===== src/rtl/ahb_op_sequencer.sv =====
// AHB-lite master that runs one ALU/multiplier operation per request:
// write A, write B, write CTRL, poll STAT until done, read RES, respond.
module ahb_op_sequencer #(
    parameter int unsigned       W_ADDR   = 32,
    parameter int unsigned       W_DATA   = 32,
    parameter logic [W_ADDR-1:0] ALU_BASE = 32'h0000_0000,
    parameter logic [W_ADDR-1:0] MUL_BASE = 32'h0001_0000,
    parameter logic [W_ADDR-1:0] OFS_A    = 'h00,
    parameter logic [W_ADDR-1:0] OFS_B    = 'h04,
    parameter logic [W_ADDR-1:0] OFS_CTRL = 'h08,
    parameter logic [W_ADDR-1:0] OFS_STAT = 'h0C,
    parameter logic [W_ADDR-1:0] OFS_RES  = 'h10,
    parameter int unsigned       DONE_BIT = 0,
    parameter int unsigned       POLL_MAX = 255
) (
    input  logic              HCLK,
    input  logic              HRESETn,
    input  logic              req_valid,
    output logic              req_ready,
    input  logic              req_target,
    input  logic [3:0]        req_op,
    input  logic [W_DATA-1:0] req_a,
    input  logic [W_DATA-1:0] req_b,
    output logic              rsp_valid,
    input  logic              rsp_ready,
    output logic [W_DATA-1:0] rsp_data,
    output logic [1:0]        rsp_err,
    output logic [W_ADDR-1:0] o_HADDR,
    output logic [1:0]        o_HTRANS,
    output logic              o_HWRITE,
    output logic [2:0]        o_HSIZE,
    output logic [2:0]        o_HBURST,
    output logic [W_DATA-1:0] o_HWDATA,
    input  logic [W_DATA-1:0] i_HRDATA,
    input  logic [1:0]        i_HRESP,
    input  logic              i_HREADY
);

    typedef enum logic [1:0] {S_IDLE, S_ADDR, S_DATA, S_RESP} state_t;

    localparam logic [1:0] HTRANS_IDLE   = 2'b00;
    localparam logic [1:0] HTRANS_NONSEQ = 2'b10;
    localparam logic [1:0] HRESP_ERROR   = 2'b01;
    localparam logic [1:0] ERR_OK        = 2'b00;
    localparam logic [1:0] ERR_BUS       = 2'b01;
    localparam logic [1:0] ERR_TIMEOUT   = 2'b10;
    localparam logic [2:0] STEP_STAT     = 3'd3;
    localparam logic [2:0] STEP_RES      = 3'd4;
    localparam logic [7:0] POLL_LIMIT    = POLL_MAX[7:0];

    state_t              state_q, state_d;
    logic [2:0]          step_q, step_d;
    logic [7:0]          poll_cnt_q, poll_cnt_d;
    logic                tgt_q, tgt_d;
    logic [3:0]          op_q, op_d;
    logic [W_DATA-1:0]   a_q, a_d;
    logic [W_DATA-1:0]   b_q, b_d;
    logic [W_ADDR-1:0]   haddr_q, haddr_d;
    logic [1:0]          htrans_q, htrans_d;
    logic                hwrite_q, hwrite_d;
    logic [W_DATA-1:0]   hwdata_q, hwdata_d;
    logic                rsp_valid_q, rsp_valid_d;
    logic [W_DATA-1:0]   rsp_data_q, rsp_data_d;
    logic [1:0]          rsp_err_q, rsp_err_d;

    logic                issue;
    logic [2:0]          next_step;

    function automatic logic [W_ADDR-1:0] addr_of(input logic tgt, input logic [2:0] step);
        logic [W_ADDR-1:0] ofs;
        case (step)
            3'd0:    ofs = OFS_A;
            3'd1:    ofs = OFS_B;
            3'd2:    ofs = OFS_CTRL;
            3'd3:    ofs = OFS_STAT;
            default: ofs = OFS_RES;
        endcase
        return (tgt ? MUL_BASE : ALU_BASE) + ofs;
    endfunction

    // CTRL word carries the opcode above the start bit.
    function automatic logic [W_DATA-1:0] wdata_of(input logic [2:0] step, input logic [W_DATA-1:0] a,
                                                   input logic [W_DATA-1:0] b, input logic [3:0] op);
        case (step)
            3'd0:    return a;
            3'd1:    return b;
            3'd2:    return {{(W_DATA-5){1'b0}}, op, 1'b1};
            default: return '0;
        endcase
    endfunction

    always_comb begin
        // NOTE: every signal assigned here gets a default first, so no path can infer a latch.
        state_d     = state_q;
        step_d      = step_q;
        poll_cnt_d  = poll_cnt_q;
        tgt_d       = tgt_q;
        op_d        = op_q;
        a_d         = a_q;
        b_d         = b_q;
        haddr_d     = haddr_q;
        htrans_d    = htrans_q;
        hwrite_d    = hwrite_q;
        hwdata_d    = hwdata_q;
        rsp_valid_d = rsp_valid_q;
        rsp_data_d  = rsp_data_q;
        rsp_err_d   = rsp_err_q;
        issue       = 1'b0;
        next_step   = step_q;

        case (state_q)
            S_IDLE: begin
                if (req_valid) begin
                    tgt_d      = req_target;
                    op_d       = req_op;
                    a_d        = req_a;
                    b_d        = req_b;
                    step_d     = 3'd0;
                    poll_cnt_d = 8'd0;
                    haddr_d    = addr_of(req_target, 3'd0);
                    htrans_d   = HTRANS_NONSEQ;
                    hwrite_d   = 1'b1;
                    hwdata_d   = req_a;
                    state_d    = S_ADDR;
                end
            end
            S_ADDR: begin
                if (i_HREADY) begin
                    htrans_d = HTRANS_IDLE;
                    state_d  = S_DATA;
                end
            end
            S_DATA: begin
                if (i_HREADY) begin
                    if (i_HRESP == HRESP_ERROR) begin
                        rsp_err_d   = ERR_BUS;
                        rsp_data_d  = '0;
                        rsp_valid_d = 1'b1;
                        state_d     = S_RESP;
                    end else if (step_q < STEP_STAT) begin
                        issue     = 1'b1;
                        next_step = step_q + 3'd1;
                    end else if (step_q == STEP_STAT) begin
                        poll_cnt_d = poll_cnt_q + 8'd1;
                        if (i_HRDATA[DONE_BIT]) begin
                            issue     = 1'b1;
                            next_step = STEP_RES;
                        end else if (poll_cnt_d == POLL_LIMIT) begin
                            rsp_err_d   = ERR_TIMEOUT;
                            rsp_data_d  = '0;
                            rsp_valid_d = 1'b1;
                            state_d     = S_RESP;
                        end else begin
                            issue     = 1'b1;
                            next_step = STEP_STAT;
                        end
                    end else begin
                        rsp_err_d   = ERR_OK;
                        rsp_data_d  = i_HRDATA;
                        rsp_valid_d = 1'b1;
                        state_d     = S_RESP;
                    end
                end
            end
            S_RESP: begin
                if (rsp_ready) begin
                    rsp_valid_d = 1'b0;
                    state_d     = S_IDLE;
                end
            end
            default: state_d = S_IDLE;
        endcase

        if (issue) begin
            step_d   = next_step;
            haddr_d  = addr_of(tgt_q, next_step);
            htrans_d = HTRANS_NONSEQ;
            hwrite_d = (next_step < STEP_STAT);
            hwdata_d = wdata_of(next_step, a_q, b_q, op_q);
            state_d  = S_ADDR;
        end
    end

    // Reset abandons any in-flight transfer by forcing HTRANS back to IDLE.
    always_ff @(posedge HCLK or negedge HRESETn) begin
        if (!HRESETn) begin
            // NOTE: sequential state uses non-blocking assignments only, so all flops update together.
            state_q     <= S_IDLE;
            step_q      <= 3'd0;
            poll_cnt_q  <= 8'd0;
            tgt_q       <= 1'b0;
            op_q        <= 4'd0;
            a_q         <= '0;
            b_q         <= '0;
            haddr_q     <= '0;
            htrans_q    <= HTRANS_IDLE;
            hwrite_q    <= 1'b0;
            hwdata_q    <= '0;
            rsp_valid_q <= 1'b0;
            rsp_data_q  <= '0;
            rsp_err_q   <= ERR_OK;
        end else begin
            state_q     <= state_d;
            step_q      <= step_d;
            poll_cnt_q  <= poll_cnt_d;
            tgt_q       <= tgt_d;
            op_q        <= op_d;
            a_q         <= a_d;
            b_q         <= b_d;
            haddr_q     <= haddr_d;
            htrans_q    <= htrans_d;
            hwrite_q    <= hwrite_d;
            hwdata_q    <= hwdata_d;
            rsp_valid_q <= rsp_valid_d;
            rsp_data_q  <= rsp_data_d;
            rsp_err_q   <= rsp_err_d;
        end
    end

    assign req_ready = (state_q == S_IDLE);
    assign rsp_valid = rsp_valid_q;
    assign rsp_data  = rsp_data_q;
    assign rsp_err   = rsp_err_q;
    assign o_HADDR   = haddr_q;
    assign o_HTRANS  = htrans_q;
    assign o_HWRITE  = hwrite_q;
    assign o_HWDATA  = hwdata_q;
    assign o_HSIZE   = 3'b010;
    assign o_HBURST  = 3'b000;

endmodule

===== config.mk =====
export PLATFORM = sky130hd
export DESIGN_NAME = ahb_op_sequencer
export DESIGN_NICKNAME = d
export VERILOG_FILES = /design/src/rtl/ahb_op_sequencer.sv
export SDC_FILE = /design/constraint.sdc
export NUM_CORES = 1
export LEC_CHECK = 0
export BUFFER_PORTS_ARGS = -buffer_cell sky130_fd_sc_hd__buf_2
export CORE_MARGIN = 4
export CORE_UTILIZATION = 52
export DETAILED_ROUTE_END_ITERATION = 7
export PLACE_DENSITY = 0.8
export SYNTH_ARGS = -nofsm -noshare
export SYNTH_HDL_FRONTEND = slang
export SYNTH_SLANG_ARGS = --single-unit
export TNS_END_PERCENT = 30

===== constraint.sdc =====
create_clock -name HCLK -period 2.95 [get_ports HCLK]
set_input_delay 0.59 -clock HCLK [delete_from_list [all_inputs] [get_ports HCLK]]
set_output_delay 0.59 -clock HCLK [all_outputs]
set_load 0.01 [all_outputs]

==> flow_summary.yaml <==
run_status:
  status: "complete, no violations"
die:
  dieArea_um2: 16200
  die_y_um: 127
  core_um2: 13900
  fp-row-count: 43
  num_io_pins: 217
  start_util_pct: 53.2
  die_width_um: 127
cells_and_area:
  antennaDiodeCount: 0
  instances_no_fill: 1174
  fin_util_pct: 64.7
  area_delta_synth_final_pct: 21.6
  drive_gt1_share_pct: 24.9
  nets: 1098
sta:
  min_period_ps: 2560
  setup_viol: 0
  holdWs_ps: 70.6
  finClkSkew_ps: 11.0
  hold_viol: 0
  tightest_slew_ps: 674
  finalMaxSlewViolations: 0
  rsz0062_at_grt: "no"
  finalSetupTns_ps: 0
  period_share_pct: 86.8
  max_clock_freq_ghz: 0.390
  relSlewSlack_pct: 55.1
setup_path:
  ff2ff_path_depth: 9
  crit_fanout: 33
  critPathLaunch: "step_q[0]"
  rrSetupSlack_ps: 390
  endpoint_kind: "flop"
  worstPathRequired_ps: 3240
  crit_type: "reg -> reg"
  regToRegStartpoint: "step_q[0]"
  r2r_end: "o_HWDATA[8]"
  start_kind: "flop"
  crit_end: "o_HWDATA[8]"
  cp.arrival_ps: 2860
place:
  portBuffers: 181
  dp_cells: 1142
  dpl.hpwl_mm: 12.3
  globalplace.congestion: 0.861
drt:
  vias_per_cell: 5.12
  drc_errors: 0
  avgRoutedWirePerCell_um: 14.8
  dr.first_iter.drc_count: 410
  first_pass_iters: 4
  antenna_left: 0
  wirelength_mm: 17.4
  vias: 6014
power:
  p_per_area_nw_per_um2: 1000
  p_leak_uw: 0.00493
  ir_drop_mv: 0.551
synthesis:
  yosys-top-cells-area: "dfrtp_1 (52%), nand2_1 (16%), mux2i_1 (4.7%)"
  syn_area_um2: 7410
  synth_cell_type_count: 57
  syn_inst: 810
  synthFlopType: "dfrtp_1"
  ys_warn_count: 0
  async_flop_share_pct: 100
  ys_seq_area_share_pct: 52.4
  synth_top_area_share_pct: 52.4
  syn_avg_cell_area_um2: 9.14
  yosysTopAreaCell: "dfrtp_1"
  synth_edf_count: 0
  ys_ff_latch: 155
grt:
  antenna_found_initial: 0
  grt_max_degree: 80
  grt_pass1_vias: 5945
  grt_pass1_wl_mm: 28.9
  grtUsageTotal_pct: 22.1
  grt_overflow: 0
clock_tree:
  cts_repair_resize_count: 0
  clock-root-buffer: "clkbuf_16"
  clock-sinks: 155
  clkTransAtPathRegs_ps: 60
  postCtsSetupBuffers: 0
  htreeDepth: 4
  numCtsBuffers: 17
  clock_path_buffers: 2
  clk_latency_ps: 420
  cts_tree: "built"
  cts-hold-fix-buffers: 0
job:
  maxCapViolCount: 0
worst_hold_path:
  min_path_type: "in -> async"
cell usage after synthesis, types with 2 or more instances:
library cell and instances:
a211oi_1 9, a21o_1 29, a21oi_1 12, a21oi_2 2, a22oi_1 2, a31oi_1 2, and2_1 2, and3_1 2
buf_2 6, buf_4 38, buf_6 3, clkbuf_1 31, conb_1 2, dfrtp_1 155, ha_1 9, inv_1 13
mux2i_1 35, nand2_1 308, nand2b_1 5, nand3_1 4, nand4_1 3, nor2_1 15, nor2b_1 2, o21ai_0 59
o21ai_1 17, o21bai_1 2, o22ai_2 5, o2bb2ai_1 4, o31ai_1 6
power by group:
group,switching [uW],internal [uW]
logic,1950,1410
registers,510,3030
clock network,840,1320
per-layer routing:
metal  global-route usage (%)  up-vias  wire [um]
li1                         -     2948          -
met1                     30.2     2828       7720
met2                     34.7      207       8090
met3                     4.77       31       1220
met4                     8.52        0        388
met5                        0        -          0
cell type report:
class                      count  area [um^2]
fill                        1205         4920
tap                          180          225
timing repair buffer         198         1100
multi-input combinational    596         3160
inverter                      13         48.8
clock buffer                  24          482
clock inverter                 8          109
sequential                   155         3880
logic make-up after synthesis:
family,share of synthesized area [%]
buffers and inverters,6.99
XOR/XNOR,0.456
flip-flops,52.4
other,0.101
multiplexers,4.88
AO/OA/AOI/OAI,14.8
adder cells (fa/ha/maj),1.52
AND/OR/NAND/NOR,18.9
critical path: stages, from the launching register on:
cell and delay [ps]:
dfrtp_1 470, ha_1 190, ha_1 380, nand2_1 150, nand2b_1 180, a31oi_2 230
a21oi_4 200, buf_12 250, mux2i_1 260, o22ai_2 90
flip-flops by register name, summed over array words and instances (netlist names):
signal      flops
a_q            32
b_q            32
o_HWDATA       32
rsp_data       32
poll_cnt_q      8
o_HADDR         4
op_q            4
step_q          3
rsp_err         2
state_q         2
o_HTRANS        1
o_HWRITE        1
rsp_valid       1
tgt_q           1
worst min-delay path by stage:
| stage | startpoint | endpoint | slack, ps | cells after the start |
|---|---|---|---|---|
| floorplan | HRESETn | a_q[0] | 290 | 0 |
| global placement | a_q[15] | a_q[15] | 460 | 2 |
| detailed placement | b_q[10] | b_q[10] | 460 | 2 |
| CTS | HRESETn | a_q[19] | 90 | 1 |
| global route | HRESETn | o_HWDATA[18] | 90 | 1 |
| finish | HRESETn | a_q[19] | 70 | 1 |
cells in the final DEF (no fill, tap or decap), types with 3 or more instances in the layout:
master      count
o22ai_2         5
o2bb2ai_1       4
nand4_1         3
a21o_1         29
buf_12          5
nand3_1         4
a211oi_1        9
o31ai_1         6
clkbuf_16      17
clkinvlp_4      3
o21ai_0        59
a21oi_1        12
clkbuf_1        4
ha_1            9
buf_2         180
dfrtp_1       155
o21ai_1        16
clkbuf_8        3
nand2b_1        5
buf_4          12
inv_1          13
mux2i_1        35
conb_1         35
nor2_1         14
nand2_1       307
metrics by stage:
stage	setup slack, ps	total power [uW]	area, um^2
floorplan	588	5770	7530
global placement	551	6810	8420
detailed placement	427	6940	8420
CTS	399	9130	9010
global route	206	9750	9010
finish	388	9050	9010
Note: power is estimated with default switching activity, not from simulation.
